`src/rtl/bcd_pkg.sv`:
```
// Shared constants and helpers for the BCD counter slice.
package bcd_pkg;

  localparam logic [3:0] BCD_MAX_DIGIT = 4'd9;
  localparam int         BCD_MAX_DIGS = 8;

  function automatic logic [31:0] int_to_bcd(
    input int unsigned value,
    input int          digits
  );
    logic [31:0] r;
    int unsigned v;
    r = '0;
    v = value;
    for (int i = 0; i < BCD_MAX_DIGS; i++) begin
      if (i < digits) begin
        r[4*i +: 4] = 4'(v % 10);
        v = v / 10;
      end
    end
    return r;
  endfunction

  function automatic logic bcd_valid(input logic [31:0] vec);
    logic ok;
    ok = 1'b1;
    for (int i = 0; i < BCD_MAX_DIGS; i++) begin
      if (vec[4*i +: 4] > BCD_MAX_DIGIT) ok = 1'b0;
    end
    return ok;
  endfunction

endpackage

```
`src/rtl/bcd_counter_n_digit.sv`:
```
// Single BCD digit step: increment or decrement with carry/borrow chain.
module bcd_digit
  import bcd_pkg::*;
(
  input  logic [3:0] d,
  input  logic       up,
  input  logic       cin,
  output logic [3:0] q,
  output logic       cout
);

  always_comb begin
    q    = d;
    cout = 1'b0;
    if (cin) begin
      if (up) begin
        if (d >= BCD_MAX_DIGIT) begin
          q    = 4'd0;
          cout = 1'b1;
        end else begin
          q = d + 4'd1;
        end
      end else begin
        if (d == 4'd0) begin
          q    = BCD_MAX_DIGIT;
          cout = 1'b1;
        end else begin
          q = d - 4'd1;
        end
      end
    end
  end

endmodule

```
`src/rtl/bcd_counter_n.sv`:
```
// N-digit BCD up/down counter with programmable modulus, load and wrap pulse.
module bcd_counter_n
  import bcd_pkg::*;
#(
  parameter int NUM_DIGITS = 2,
  parameter int MODULUS    = 100
) (
  input  logic                    clk_1Hz,
  input  logic                    reset,
  input  logic                    en,
  input  logic                    up_dn,
  input  logic                    clear,
  input  logic                    load,
  input  logic [4*NUM_DIGITS-1:0] load_val,
  output logic [4*NUM_DIGITS-1:0] count,
  output logic                    wrap,
  output logic                    load_err
);

  localparam int W = 4 * NUM_DIGITS;
  localparam logic [W-1:0] MAX_BCD =
    W'(int_to_bcd(MODULUS - 1, NUM_DIGITS));

  logic [W-1:0]        nxt;
  logic [NUM_DIGITS:0] chain;
  logic                load_ok;
  logic                cnt_ok;

  assign chain[0] = 1'b1;

  for (genvar g = 0; g < NUM_DIGITS; g++) begin : g_dig
    bcd_digit u_dig (
      .d    (count[4*g +: 4]),
      .up   (up_dn),
      .cin  (chain[g]),
      .q    (nxt[4*g +: 4]),
      .cout (chain[g+1])
    );
  end

  // BCD ordering matches decimal ordering once all digits are legal
  assign load_ok = bcd_valid(32'(load_val)) && (load_val <= MAX_BCD);
  assign cnt_ok  = bcd_valid(32'(count));

  always_ff @(posedge clk_1Hz or posedge reset) begin
    if (reset) begin
      count    <= '0;
      wrap     <= 1'b0;
      load_err <= 1'b0;
    end else begin
      wrap     <= 1'b0;
      load_err <= 1'b0;
      if (clear) begin
        count <= '0;
      end else if (load) begin
        if (load_ok) count    <= load_val;
        else         load_err <= 1'b1;
      end else if (en) begin
        if (!cnt_ok) begin
          count <= '0;
        end else if (up_dn) begin
          if (count == MAX_BCD) begin
            count <= '0;
            wrap  <= 1'b1;
          end else begin
            count <= nxt;
          end
        end else begin
          if (count == '0) begin
            count <= MAX_BCD;
            wrap  <= 1'b1;
          end else begin
            count <= nxt;
          end
        end
      end
    end
  end

endmodule

```
`config.mk`:
```
export PLATFORM = sky130hd
export DESIGN_NAME = bcd_counter_n
export DESIGN_NICKNAME = d
export VERILOG_FILES = /design/src/rtl/bcd_pkg.sv /design/src/rtl/bcd_counter_n_digit.sv /design/src/rtl/bcd_counter_n.sv
export SDC_FILE = /design/constraint.sdc
export NUM_CORES = 1
export LEC_CHECK = 0
export ABC_AREA = 1
export BUFFER_PORTS_ARGS = -buffer_cell sky130_fd_sc_hd__buf_4
export CAP_MARGIN = 20
export CELL_PAD_IN_SITES_DETAIL_PLACEMENT = 1
export CELL_PAD_IN_SITES_GLOBAL_PLACEMENT = 2
export CORE_ASPECT_RATIO = 0.7
export CORE_MARGIN = 2
export CORE_UTILIZATION = 29
export CTS_CLUSTER_DIAMETER = 100
export DETAILED_ROUTE_END_ITERATION = 10
export HOLD_SLACK_MARGIN = 0.08
export PLACE_DENSITY_LB_ADDON = 0.12
export SLEW_MARGIN = 25
export SYNTH_ARGS = -nofsm -noshare
export SYNTH_HDL_FRONTEND = slang
export SYNTH_SLANG_ARGS = --single-unit
export TNS_END_PERCENT = 10
```
`constraint.sdc`:
```
create_clock -name clk_1Hz -period 2 [get_ports clk_1Hz]
set_input_delay 0.2 -clock clk_1Hz [delete_from_list [all_inputs] [get_ports clk_1Hz]]
set_output_delay 0.2 -clock clk_1Hz [all_outputs]
set_load 0.01 [all_outputs]
```
* After elaboration in Yosys (flattened, before gate mapping)
Index checks and enable logic that the tools add are counted.
** Word-level totals
- Logic and storage cells :: 54
- Bits in registers :: 10
- Output and inout port bits :: 10
- Input bits :: 14
** Cells by class
- Reductions and logical operators :: 6
- Order comparisons :: 7
- Equal/unequal tests :: 2
- Muxes and demuxes :: 32
- Add/sub/neg operators :: 4
** Operators with widths (number)
- 8-bit 2-to-1 mux :: 8
- 4-bit 2-to-1 mux :: 7
- 1-bit 2-to-1 mux :: 17
- 4-bit > comparator (second input constant) :: 4
- 4-bit by 1-bit adder with 4-bit output (second input constant) :: 2
- 8-bit == test (second input constant) :: 1
- 4-bit greater-or-equal comparator (second input constant) :: 2
- 8-bit less-or-equal comparator (second input constant) :: 1
- 4-bit zero test :: 2
- 8-bit zero test :: 1
- 4-bit by 1-bit subtractor with 4-bit output (second input constant) :: 2
- 3-bit by 2-bit != test with 1-bit output (second input constant) :: 1
- 3-bit nonzero test :: 1
- 2-bit AND reduction :: 1
- 1-bit logical AND :: 1

* Logic depth before layout (Yosys ltp)
Gate-level depths: netlist of run 1.
- Word-level depth :: 10
- Mapped depth :: 12
- Gate-level depth less buffers :: 12

* By module
A second synthesis of run 1 with hierarchy kept.
** Second synthesis, totals
- Cell total of the unflattened synthesis :: 222
- Area, all modules :: 1298.7 µm²
** Modules (own cells, without submodules)
- bcd_counter_n :: area an instance 743.2 µm², instances 1, sequential area each 250.2 µm², cells an instance 124
- bcd_digit :: area an instance 277.8 µm², instances 2, sequential area each 0.0 µm², cells an instance 49

* Least setup slack after synthesis of run 1
No wires, ideal clock.
- Kind :: register to register
- Start :: register count[0]
- End :: register count[2]
- Data required time :: 1872 ps
- Stages on the path, launching flop included :: 12
- Clock period less this slack :: 1595 ps
- Arrival time :: 1467 ps
- Path slack :: 405 ps
- Path buffers :: 0
- Library setup time :: 128 ps
- Cells stage by stage :: dfrtp_1 > inv_1 > ha_1 > nand2_4 > nand2_2 > o21a_4 > nand2_4 > nor2_4 > nand2_1 > nand2_1 > nand2_1 > o21ai_1
** Between the ends
- Word-level cells in the longest chain between the ends :: 9
- Elaborated cells on any way between the ends :: 19
- Those cells by class :: add/sub (2); order compare (2); eq/ne (1); mux (12); reduce/logical (2)
** RTL lines
- from (decl) :: RTL line bcd_counter_n.sv:15 : output logic [4*NUM_DIGITS-1:0] count,
- from (signal assigned) :: RTL line bcd_counter_n.sv:56 : if (load_ok) count <= load_val;
- from (signal assigned) :: RTL line bcd_counter_n.sv:66 : count <= nxt;
- from (signal assigned) :: RTL line bcd_counter_n.sv:73 : count <= nxt;
- 4-bit by 1-bit subtractor with 4-bit output, or another cell as far along :: RTL line bcd_counter_n_digit.sv:28 : q = d - 4'd1;
- 4-bit 2-to-1 mux, on equally long branches :: RTL line bcd_counter_n_digit.sv:24, bcd_counter_n_digit.sv:17
- 4-bit 2-to-1 mux :: RTL line bcd_counter_n_digit.sv:16 : if (up) begin
- 8-bit 2-to-1 mux, on equally long branches :: RTL line bcd_counter_n.sv:69, bcd_counter_n.sv:62
- 8-bit 2-to-1 mux :: RTL line bcd_counter_n.sv:61 : end else if (up_dn) begin
- 8-bit 2-to-1 mux (*) :: RTL line bcd_counter_n.sv:59 : if (!cnt_ok) begin
- 8-bit 2-to-1 mux (*) :: RTL line bcd_counter_n.sv:58 : end else if (en) begin
- 8-bit 2-to-1 mux (*) :: RTL line bcd_counter_n.sv:55 : end else if (load) begin
- 8-bit 2-to-1 mux (*) :: RTL line bcd_counter_n.sv:53 : if (clear) begin
Mark *: on every way between the ends. The rest lies on a longest branch, timed or not. The select of a mux whose other input is x is not followed.
A chain may end at the register's enable or synchronous reset.

* Final worst setup path of run 1
- Start :: register count[1]
- End :: register count[5]
** Between the ends
- Word-level cells in the longest chain between the ends :: 10
- Elaborated cells on any way between the ends :: 18
- Those cells by class :: order compare (2); eq/ne (1); mux (13); reduce/logical (2)
** RTL lines
- 4-bit greater-or-equal comparator or 4-bit zero test (tied branches) :: RTL line bcd_counter_n_digit.sv:17, bcd_counter_n_digit.sv:24
- 1-bit 2-to-1 mux, on equally long branches :: RTL line bcd_counter_n_digit.sv:17, bcd_counter_n_digit.sv:24
- 1-bit 2-to-1 mux :: RTL line bcd_counter_n_digit.sv:16
- 4-bit 2-to-1 mux :: RTL line bcd_counter_n_digit.sv:15 : if (cin) begin
- 8-bit 2-to-1 mux, on equally long branches :: RTL line bcd_counter_n.sv:69, bcd_counter_n.sv:62
- 8-bit 2-to-1 mux :: RTL line bcd_counter_n.sv:61
- 8-bit 2-to-1 mux (*) :: RTL line bcd_counter_n.sv:59
- 8-bit 2-to-1 mux (*) :: RTL line bcd_counter_n.sv:58
- 8-bit 2-to-1 mux (*) :: RTL line bcd_counter_n.sv:55
- 8-bit 2-to-1 mux (*) :: RTL line bcd_counter_n.sv:53
Marked as above.

==> results.md, run 1 <==
Status:
- The run finished with clean final reports.

Synthesis:
- In the synthesized netlist, the number of instances is 162.
- The summed instance area of the synthesized netlist is 1110 sq um.
- The fraction of registers with async set/reset is 100%.
- Averaged over all synthesized cells, the footprint is 6.86 sq um.
- The proportion of synthesized chip area in sequential cells is 22.5%.
- Of all cell types, the one taking the most synthesized area is dfrtp_1.
- The count of different cell masters after synthesis is 32.
- Ranked by total cell area, the synthesized netlist is headed by dfrtp_1 23%, nand2_1 16%, ha_1 7.9%.
- The Yosys step of the flow raised 0 warnings.
- The most used flip-flop cell after synthesis is dfrtp_1.
- The area share of the largest cell type after synthesis is about 23%.
- The synthesized design contains 0 enable-type register cells.
- The flip-flop and latch count after synthesis is 10.
- Counting every net in the synthesized netlist gives 183.

Placed design:
- The last weighted congestion value of the routability-driven placer is 0.809.
- The placed wire-length estimate after detailed placement is 2.68 mm.
- Buffers placed on the I/O ports in this run total 23.

STA:
- Setup violations remaining at the end of the flow were counted as 0.
- The clock tree skew after final layout is 4.50 ps.
- Setup total negative slack on the finished layout was measured at 0 ps.
- After layout, the worst path uses 89.5% of the clock period.
- Static timing analysis puts the maximum clock frequency at 559 MHz.
- Counting I/O delays and the setup requirement, the final critical path takes 1790 ps.
- The remaining max-slew budget at the tightest pin is 65.9%.
- The transition at the pin with the smallest max-transition slack is 512 ps.
- The number of slew-limit violations in the final report is 0.
- The final-report hold violation count was 0.
- Setup repair after global routing left no endpoint under its margin.

Global route:
- The via count of the first global-routing pass is 1107.
- The maximum number of pins on one net before global-route repair is 12.
- Across every metal layer, demand over resource in global routing totals 15.8%.
- Summed over all layers, the global routing overflow is 0.
- The first global-routing pass estimated 5.37 mm of wire.
- The number of antenna violations at the first check in global routing is 0.

Floorplanning:
- The starting density of the core is 30.8%.
- The chip width is roughly 78 microns.
- The overall die height is ~56 microns.
- 24 I/O pins were placed.
- The die area is 4350 sq um.
- The number of core rows is 18.
- The core region is 3600 sq um.

Critical path:
- STA puts the critical path data arrival time at 1920 ps.
- The worst setup path is of the register to register kind.
- The worst setup path is launched from a register.
- The worst setup path is captured at a register.
- The worst path required time is around 2100 ps.
- The maximum fanout encountered on the critical timing path is 5.

Clocking:
- The depth of the CTS H-tree is 1.
- The insertion delay to the later sink of the worst-skew pair is roughly 250 ps.
- The clock-pin slew reported for the worst setup and hold paths after clock tree synthesis is 50 ps.
- The post-CTS setup buffer count is 0.
- The tree is rooted in a clkbuf_8.
- The number of sinks driven by the clock tree is 10.
- The clock buffer count from CTS is 3.
- TritonCTS built the clock tree.
- The buffer levels on the longest clock path is 2.

Final layout:
- The fraction of final layout cells sized beyond drive strength 1 is 28.9%.
- The area growth from synthesis to layout is 24.9%.
- The combined area of the multi-input logic cells is 747 sq um.
- The filler cells instantiated in the layout total 476.
- The sequential cell area is around 250 sq um.
- The final layout contains 209 nets.
- The number of antenna diodes is 0.

Pwr:
- The clock network is responsible for 28.8% of the overall power.
- Total power for the finished layout comes to 0.924 mW.
- The part of the power in registers is 28.2%.
- The fraction of power consumed by combinational cells is a little over two fifths.
- Summed over all cells, the static leakage comes to 0.726 nW.
- For this design the ratio of total power to cell area is roughly 670 nW/um^2.
- The peak ir drop on the vdd network is between 300 and 400 uV.
- Cell internal power was estimated by the tool at 0.553 mW.
- Net switching is 40.1% of the power.
- For this design the total switching power over the nets is 0.371 mW.

Routing:
- The count of nets left with antenna violations after detail routing is 0.
- The via total after detailed routing is 1107.
- After detailed routing, the average wire length per cell comes to around 14 microns.
- The via density per instance is roughly 4.7.
- For this block, the initial DRC count from the detailed router was 48.
- The number of detailed-route iterations in the first pass is 4.
- The total routed wirelength is about 3.3 mm.
- The DRC violation count after routing is 0.

Worst hold path:
- The worst hold path belongs to the class input pin to register.

Run:
- Across the run, the number of max-cap violations was 0.
[layout by cell type (no fill, tap or decap), types with 4 or more instances in the layout]
cell and count:
o21ai_1 10, o21ai_0 5, nand3_1 15, nor2_1 10, nand2_1 48, buf_4 24
nand2_2 5, clkbuf_8 4, ha_1 7, inv_2 8, inv_1 14, dfrtp_1 10
[sequential cells by signal, summed over array words and instances (netlist names)]
register  cells
count         8
load_err      1
wrap          1
[worst max-delay path, stage by stage (launching register included)]
cell     delay, ps
dfrtp_1        420
inv_1          140
ha_1           270
nand2_4         80
nor2_1         160
nand3_1        160
o31ai_4        130
nor2_4          70
nand3_1         90
nand2_1         50
nand2_1         60
nand2_1         50
[metrics by stage]
stage | util, % | std cells | hold slack, ps | cell area, sq um | setup slack [ps]
2_1_floorplan | - | 162 | 40.2 | 1110 | 405
3_3_place_gp | 36.5 | 232 | 233 | 1320 | 63.5
3_5_place_dp | 36.5 | 232 | 240 | 1320 | 130
4_1_cts | 38.3 | 237 | 122 | 1380 | 91.8
5_1_grt | 38.5 | 237 | 138 | 1390 | 44.6
6_report | 38.5 | 237 | 128 | 1390 | 210
[layer usage]
metal | track usage [%] | part of all wire (%) | wire length (microns)
met1 | 23.6 | 55 | 1800
met2 | 23.5 | 41 | 1340
met3 | 2.92 | 2.4 | 79
met4 | 3.76 | 0.83 | 27
met5 | 0 | 0 | 0
[logic make-up after synthesis]
| kind of cell | count (synthesis) | synth area share, % |
|---|---|---|
| XOR/XNOR | 2 | 1.58 |
| flip-flops | 10 | 22.5 |
| AO/OA/AOI/OAI | 28 | 17.1 |
| buffers and inverters | 26 | 10.8 |
| AND/OR/NAND/NOR | 89 | 40.1 |
| adder cells (fa/ha/maj) | 7 | 7.88 |
[Yosys cell counts (2+ instances only)]
library cell	count
inv_2	7
o22ai_1	3
ha_1	7
nand2_4	2
nand3_4	2
inv_1	15
nand2_1	48
nand2_2	5
dfrtp_1	10
nand4_1	2
nand3_2	2
o21ai_0	5
o21ai_1	10
nor2_1	10
a21oi_1	2
nand3_1	15
nor3_2	2
[layout make-up]
cell class	instances	share of cell area, %
clock buffer	4	3.97
inverter	22	5.95
multi-input combinational	126	53.8
sequential	10	18.0
tap	50	4.51
timing repair buffer	25	13.7
[power groups by stage]
stage | clock [mW] | sequential (mW) | combinational [mW]
floorplan | 0 | 0.254 | 0.277
global placement | 0 | 0.261 | 0.389
detailed placement | 0 | 0.262 | 0.391
CTS | 0.276 | 0.259 | 0.394
global route | 0.285 | 0.265 | 0.445
finish | 0.266 | 0.261 | 0.397
[worst paths after layout]
kind / cells after the start / slack (ps) / startpoint / endpoint
hold reg to reg: 2 / 640 / count[5]$_DFFE_PP0P_ / count[5]$_DFFE_PP0P_
max in group asynchronous: 3 / 1190 / reset / load_err$_DFF_PP0_
hold / removal: 2 / 130 / clear / wrap$_DFF_PP0_
setup / recovery: 11 / 210 / count[1]$_DFFE_PP0P_ / count[5]$_DFFE_PP0P_
min in group asynchronous: 3 / 510 / reset / count[6]$_DFFE_PP0P_
setup reg to reg: 11 / 210 / count[1]$_DFFE_PP0P_ / count[5]$_DFFE_PP0P_
[timing repair]
item / 4_1_cts / 5_1_grt
gates resized for setup: 0 / 2
hold endpoints to repair: 10 / 0
hold buffers: 1 / 0
setup endpoints to repair: 0 / 5
No activity file was read; power rests on OpenSTA's default activity.
==> run 2: changes to the inputs <==
--- a/config.mk
+++ b/config.mk
@@ -17,6 +17,7 @@
 export DETAILED_ROUTE_END_ITERATION = 10
 export HOLD_SLACK_MARGIN = 0.08
 export PLACE_DENSITY_LB_ADDON = 0.12
+export RECOVER_POWER = 50
 export SLEW_MARGIN = 25
 export SYNTH_ARGS = -nofsm -noshare
 export SYNTH_HDL_FRONTEND = slang
==> run 2 against run 1 <==
Compared with the run above:
- worst hold slack got worse by 6.9 ps
- sequential share of layout area increased by 0.26 points
- via count about the same
- final area decreased by 1.4%
- critical path depth unchanged
- fmax increased by 0.18%
==> results.md, run 2 (synthesis results as in run 1) <==
Pwr:
- The fraction of power consumed by combinational cells is 42.7% (-0.3 points).
- The leakage power is 0.708 nW (-2.4%).
- The switching power is 0.370 mW (-0.28%).
- The clock share of power is 28.9% (about the same).
- The total chip power was 0.918 mW (-0.62%).
- The peak ir drop on the vdd network is 347 uV (-0.58%).
- The switching power share of the total is 40.3% (+0.14 points).
- The internal cell power is 0.548 mW (-0.84%).
- The part of the power in registers was 28.4% (+0.2 points).
- The power density normalized to cell area came to 671 nW/um^2 (+0.84%).

Final layout:
- The fraction of final layout cells sized beyond drive strength 1 is 26.2% (-2.7 points).
- The number of antenna diodes is 0 (unchanged).
- The flip-flop count of the largest register after layout is 8 (unchanged).
- The largest register by flop count is count.
- The library cell used most frequently in the layout, excluding fill and tap cells, is nand2_1.
- Leaving out fill and tap cells, the most frequent cells in the layout are 48 x nand2_1, 19 x buf_4, 15 x nand3_1, 14 x inv_1.
- The relative area change from synthesis to final layout is 23.1%.
- The number of nets in the layout came to 209 (unchanged).
- The filler cell count came to 480 (+0.84%).
- The number of cells in the finished layout apart from fillers is 237 (unchanged).
- In the final layout, the registers with the most flip-flops are count: 8 flops, load_err: 1 flops, wrap: 1 flops.
- The utilization after layout is 38.0% (-0.56 points).

Routing:
- The count of nets left with antenna violations after detail routing is 0 (unchanged).
- The total routed wirelength is 3.27 mm (+0.34%).
- The number of detailed-route iterations in the first pass is 4 (unchanged).
- The via density per instance came to 4.67 (about the same).
- The detailed router's first-iteration violation count is 39 (-19%).
- The post-detailed-route wirelength per cell came to 13.8 microns (+0.34%).
- The DRC violation count after routing is 0 (unchanged).
- The via total after detailed routing is 1106 (-0.090%).

Floorplanning:
- The starting density of the core is 30.8% (unchanged).
- The top-level I/O count came to 24 (unchanged).
- The area of the placeable core was 3600 sq um (unchanged).
- The overall die height was 55.8 microns (unchanged).
- The chip width is 78.0 microns (unchanged).
- The die area was 4350 sq um (unchanged).
- The number of core rows is 18 (unchanged).

STA:
- The transition at the pin with the smallest max-transition slack is 513 ps (+0.887 ps).
- The clock tree skew after final layout came to 4.54 ps (+0.0424 ps).
- The final critical-path required period is 1790 ps (-3.22 ps).
- The final period utilization came to 89.4% (-0.16 points).
- The remaining max-slew budget at the tightest pin is 65.8% (about the same).
- The achievable clock frequency is 560 MHz (+0.18%).
- The number of slew-limit violations in the final report is 0 (unchanged).
- The sum of negative setup slack is 0 ps (unchanged).
- Setup repair after global routing left no endpoint under its margin.
- The final setup violation count is 0 (unchanged).
- The smallest hold slack is 121 ps (-6.91 ps).
- The final-report hold violation count came to 0 (unchanged).

Critical path:
- The worst register-to-register path ends at count[5]$_DFFE_PP0P_.
- The worst path required time is 2130 ps (about the same).
- The startpoint kind of the worst setup timing path is a register.
- The total buffers and inverters traversed by the critical path came to 2 (+1).
- The most used cell along the critical path is nand2_1.
- The worst setup path is captured at a register.
- The signal on the critical path passes through inv_1 > ha_1 > inv_1 > nor3_4 > nand3_1 > o31ai_4 > nor2_4 > nand3_1 > nand2_1 > nand2_1 > nand2_1.
- The maximum fanout encountered on the critical timing path came to 7 (+2).
- The startpoint identified for the worst register-to-register timing path is count[5]$_DFFE_PP0P_.
- In this design, the largest share of critical-path delay is due to simple AND/OR/NAND/NOR gates.
- The arrival time of the worst setup path was 1920 ps (about the same).
- The most critical setup path has its startpoint at count[5]$_DFFE_PP0P_.
- The master of the slowest instance on the critical path is dfrtp_1.
- The register-to-register setup slack was 210 ps (about the same).
- The largest incremental delay on the critical path was 460 ps (+40 ps).
- The category of the most critical setup path is register to register.
- The worst reg2reg path depth came to 11 (unchanged).

Global route:
- The maximum number of pins on one net before global-route repair is 12 (unchanged).
- The wire length of the first global-routing pass is 5.37 mm (unchanged).
- The number of antenna violations at the first check in global routing was 0 (unchanged).
- The global router's overall resource usage was 15.8% (unchanged).
- The via count of the first global-routing pass is 1107 (unchanged).
- The total global routing overflow was 0 (unchanged).

Clocking:
- The buffer levels on the longest clock path came to 2 (unchanged).
- The clock buffer count from CTS is 3 (unchanged).
- The insertion delay to the later sink of the worst-skew pair is 250 ps (about the same).
- The number of sinks driven by the clock tree is 10 (unchanged).
- The clock-pin slew reported for the worst setup and hold paths after clock tree synthesis is 50 ps (about the same).
- The depth of the CTS H-tree was 1 (unchanged).
- TritonCTS built the clock tree.
- The tree is rooted in a clkbuf_8.

Worst hold path:
- The source of the worst hold timing path is clear.
- The hold path depth is 2 (unchanged).
- The path with the worst hold slack has its endpoint at wrap$_DFF_PP0_.
- The worst hold path class is input pin to register.

Placed design:
- The port buffer count is 23 (unchanged).
- The placed wire-length estimate after detailed placement is 2.68 mm (unchanged).
- The cell total after placement is 232 (unchanged).
- The last weighted congestion value of the routability-driven placer is 0.809 (unchanged).

Status:
- The flow ran to the end, and the final reports show no timing, DRC or antenna violations.

Run:
- The max-capacitance violation count is 0 (unchanged).
## run 2: worst register-to-register path, cell delays in order (launching register included)
cell	delay, ps
dfrtp_1	460
inv_1	180
ha_1	190
inv_1	80
nor3_4	160
nand3_1	160
o31ai_4	130
nor2_4	70
nand3_1	90
nand2_1	60
nand2_1	60
nand2_1	50
## run 2: metrics by stage
stage	setup WS, ps	area (sq um)
6_report	213	1370
5_1_grt	47.5	1370
4_1_cts	91.8	1380
3_5_place_dp	130	1320
3_3_place_gp	63.5	1320
2_1_floorplan	405	1110
## run 2: power groups by stage
stage	logic, mW	clock network, mW	registers [mW]
finish	0.392	0.266	0.261
global route	0.440	0.285	0.265
CTS	0.394	0.276	0.259
detailed placement	0.391	0	0.262
global placement	0.389	0	0.261
floorplan	0.277	0	0.254
## run 2: worst max-delay path by stage
stage                     slack [ps]                   end  cells after the start
after CTS                         90  count[5]$_DFFE_PP0P_                     11
after detailed placement         130  count[5]$_DFFE_PP0P_                     11
after global placement            60  count[1]$_DFFE_PP0P_                     11
final                            210  count[5]$_DFFE_PP0P_                     11
after floorplan                  400  count[2]$_DFFE_PP0P_                     11
after global routing              50  count[7]$_DFFE_PP0P_                     10
## run 2: final cells by class
| cell class | count | area (sq um) | share of cell area, % |
|---|---|---|---|
| repair buffers | 25 | 175 | 12.8 |
| inverters | 22 | 82.6 | 6.04 |
| clock buffers | 4 | 55.1 | 4.03 |
| flip-flops and latches | 10 | 250 | 18.3 |
| well taps | 50 | 62.6 | 4.57 |
| multi-input cells | 126 | 742 | 54.3 |
## run 2: what timing repair did
action,4_1_cts,5_1_grt
hold buffers,1,0
setup endpoints to repair,0,5
setup buffers,0,0
hold endpoints to repair,10,0
gates resized for setup,0,2
## run 2: metal layers
metal	wire length, microns	share of wire [%]	vias to the layer above	track usage, %
met5	0	0	-	0
met4	27	0.83	0	3.76
met3	79	2.4	2	2.92
met2	1350	41	14	23.5
met1	1810	55	512	23.6
li1	-	-	578	-
==> run 3: changes to the inputs <==
==> constraint.sdc (replaced) <==
create_clock -name clk_1Hz -period 2 [get_ports clk_1Hz]
set_input_delay 0.4 -clock clk_1Hz [delete_from_list [all_inputs] [get_ports clk_1Hz]]
set_output_delay 0.4 -clock clk_1Hz [all_outputs]
set_load 0.01 [all_outputs]
==> run 3 against run 2 <==
Compared with the run above:
- worst hold slack improved by 31 ps
- sequential cell count unchanged
- final area is 0.73% lower
- sequential share of layout area rose by 0.13 points
- non-clock buffer count down 1
- critical endpoint unchanged
- largest power group unchanged
==> results.md, run 3 (synthesis results as in run 1) <==
Final layout:
- The fraction of final layout cells sized beyond drive strength 1 is 26.3% (+0.14 points).
- The filler cell count came to 478 (-0.42%).
- The library cell used most frequently in the layout, excluding fill and tap cells, is nand2_1.
- The number of antenna diodes was 0 (unchanged).
- The number of nets in the layout is 208 (-0.48%).
- The sequential cell area is 250 sq um (unchanged).
- More flip-flops sit in one register than any other, and that register is count.
- The combined area of the multi-input logic cells is 742 sq um (unchanged).
- In the final layout, the registers with the most flip-flops are count: 8 flops, load_err: 1 flops, wrap: 1 flops.
- The final non-filler cell area is 1360 sq um (-0.73%).
- The relative area change from synthesis to final layout is 22.2%.
- The flip-flop count of the largest register after layout is 8 (unchanged).
- The utilization after layout came to 37.7% (-0.28 points).
- In the layout the commonest cells are 48 x nand2_1, 19 x buf_4, 15 x nand3_1, 14 x inv_1.

Critical path:
- The worst setup path is captured at a register.
- The worst path required time is 2130 ps (about the same).
- The category of the most critical setup path is register to register.
- The signal on the critical path passes through inv_1 > ha_1 > inv_1 > nor3_4 > nand3_1 > o31ai_4 > nor2_4 > nand3_1 > nand2_1 > nand2_1 > nand2_1.
- The slowest stage of the critical path is the dfrtp_1 cell.
- The largest incremental delay on the critical path is 460 ps (about the same).
- The maximum fanout encountered on the critical timing path is 7 (unchanged).
- The startpoint kind of the worst setup timing path is a register.
- The most used cell along the critical path is nand2_1.
- The arrival time of the worst setup path is 1920 ps (about the same).

Pwr:
- The switching power is 0.369 mW (-0.23%).
- The leakage power is 0.704 nW (-0.59%).
- The part of the power in registers is 28.5% (about the same).
- The fraction of power consumed by combinational cells is 42.6% (about the same).
- The power density normalized to cell area is 675 nW/um^2 (+0.50%).
- The peak ir drop on the vdd network is 347 uV (about the same).
- The switching power share of the total is 40.3% (about the same).
- The internal cell power is 0.547 mW (-0.24%).
- The clock share of power came to 28.9% (about the same).
- The total chip power came to 0.916 mW (-0.23%).

STA:
- The clock tree skew after final layout is 4.97 ps (+0.432 ps).
- The achievable clock frequency is 560 MHz (about the same).
- The final-report hold violation count came to 0 (unchanged).
- The transition at the pin with the smallest max-transition slack is 512 ps (-0.440 ps).
- The sum of negative setup slack is 0 ps (unchanged).
- The remaining max-slew budget at the tightest pin came to 65.8% (about the same).
- The final period utilization is 89.3% (about the same).
- The final setup slack of the worst path was 213 ps (+0.199 ps).
- The number of slew-limit violations in the final report is 0 (unchanged).
- The final critical-path required period is 1790 ps (-0.199 ps).
- The final setup violation count is 0 (unchanged).
- Setup repair after global routing left no endpoint under its margin.

Floorplanning:
- The area of the placeable core was 3600 sq um (unchanged).
- The starting density of the core is 30.8% (unchanged).
- The overall die height was 55.8 microns (unchanged).
- The chip width is 78.0 microns (unchanged).
- The number of core rows came to 18 (unchanged).
- The die area is 4350 sq um (unchanged).
- The top-level I/O count is 24 (unchanged).

Clocking:
- The post-CTS setup buffer count is 0 (unchanged).
- The clock tree from TritonCTS is yes.
- The depth of the CTS H-tree is 1 (unchanged).
- CTS placed an instance of clkbuf_8 at the clock tree root.
- The count of instances resized after the clock tree is built is 0 (unchanged).
- The clock buffer count from CTS came to 3 (unchanged).
- The number of sinks driven by the clock tree is 10 (unchanged).
- The insertion delay to the later sink of the worst-skew pair is 250 ps (about the same).
- The number of hold buffers added after cts is 0 (-1).
- The buffer levels on the longest clock path is 2 (unchanged).
- The clock-pin slew reported for the worst setup and hold paths after clock tree synthesis is 50 ps (about the same).

Placed design:
- The placed wire-length estimate after detailed placement came to 2.68 mm (unchanged).
- The minimum setup slack after placement is 130 ps (unchanged).
- The instance area at placement is 1320 sq um (unchanged).
- The port buffer count is 23 (unchanged).
- The last weighted congestion value of the routability-driven placer is 0.809 (unchanged).

Routing:
- The count of nets left with antenna violations after detail routing was 0 (unchanged).
- The number of detailed-route iterations in the first pass is 4 (unchanged).
- The post-detailed-route wirelength per cell is 13.8 microns (+0.21%).
- The via density per instance is 4.68 (+0.33%).
- The DRC violation count after routing was 0 (unchanged).
- The via total after detailed routing is 1105 (-0.090%).
- The detailed router's first-iteration violation count came to 55 (+41%).
- The total routed wirelength is 3.26 mm (-0.21%).

Global route:
- The via count of the first global-routing pass is 1104 (-0.27%).
- The wire length of the first global-routing pass came to 5.35 mm (-0.26%).
- The maximum number of pins on one net before global-route repair is 12 (unchanged).
- The number of antenna violations at the first check in global routing is 0 (unchanged).
- The global router's overall resource usage is 15.8% (-0.034 points).
- The total global routing overflow is 0 (unchanged).

Worst hold path:
- The worst hold path class is input pin to async pin.

Run:
- The max-capacitance violation count is 0 (unchanged).

Status:
- The run finished with clean final reports.
run 3: changes by cell type in the layout (fill, tap and decap cells not counted):
cell / change
dlygate4sd3_1: -1
run 3: per-layer routing:
| metal | vias up | GRT usage [%] | part of all wire, % |
|---|---|---|---|
| met5 | - | 0 | 0 |
| met4 | 0 | 3.76 | 0.83 |
| met3 | 2 | 2.92 | 2.4 |
| met2 | 14 | 23.5 | 41 |
| met1 | 512 | 23.5 | 55 |
| li1 | 577 | - | - |
run 3: critical path, delay by kind of cell, from the launching register on:
kind / cells / cell delay [ps]
adder cells (fa/ha/maj): 1 / 190
buffers and inverters: 2 / 260
AO/OA/AOI/OAI: 1 / 130
AND/OR/NAND/NOR: 7 / 640
flip-flops: 1 / 460
run 3: metrics by stage:
stage	hold WS [ps]	std cells
6_report	152	236
5_1_grt	187	236
4_1_cts	170	236
3_5_place_dp	440	232
3_3_place_gp	433	232
2_1_floorplan	240	162
run 3: final timing paths:
| check | end | start | cells past startpoint | slack (ps) |
|---|---|---|---|---|
| setup / recovery | count[5]$_DFFE_PP0P_ | count[5]$_DFFE_PP0P_ | 11 | 210 |
| hold / removal | count[6]$_DFFE_PP0P_ | reset | 2 | 150 |
| setup reg to reg | count[5]$_DFFE_PP0P_ | count[5]$_DFFE_PP0P_ | 11 | 210 |
| hold reg to reg | count[5]$_DFFE_PP0P_ | count[5]$_DFFE_PP0P_ | 2 | 640 |
| max in group asynchronous | load_err$_DFF_PP0_ | reset | 2 | 1550 |
| min in group clk_1Hz | wrap$_DFF_PP0_ | clear | 2 | 320 |
run 3: final cells by class:
class / instances / area share (%)
inverter: 22 / 6.08
timing repair buffer: 24 / 12.2
sequential: 10 / 18.4
tap: 50 / 4.61
clock buffer: 4 / 4.06
multi-input combinational: 126 / 54.7
run 3: power groups by stage:
| stage | sequential, mW | clock, mW | combinational (mW) |
|---|---|---|---|
| after global routing | 0.265 | 0.285 | 0.438 |
| after detailed placement | 0.262 | 0 | 0.391 |
| final | 0.261 | 0.265 | 0.390 |
| after CTS | 0.259 | 0.276 | 0.393 |
| after floorplan | 0.254 | 0 | 0.277 |
| after global placement | 0.261 | 0 | 0.389 |
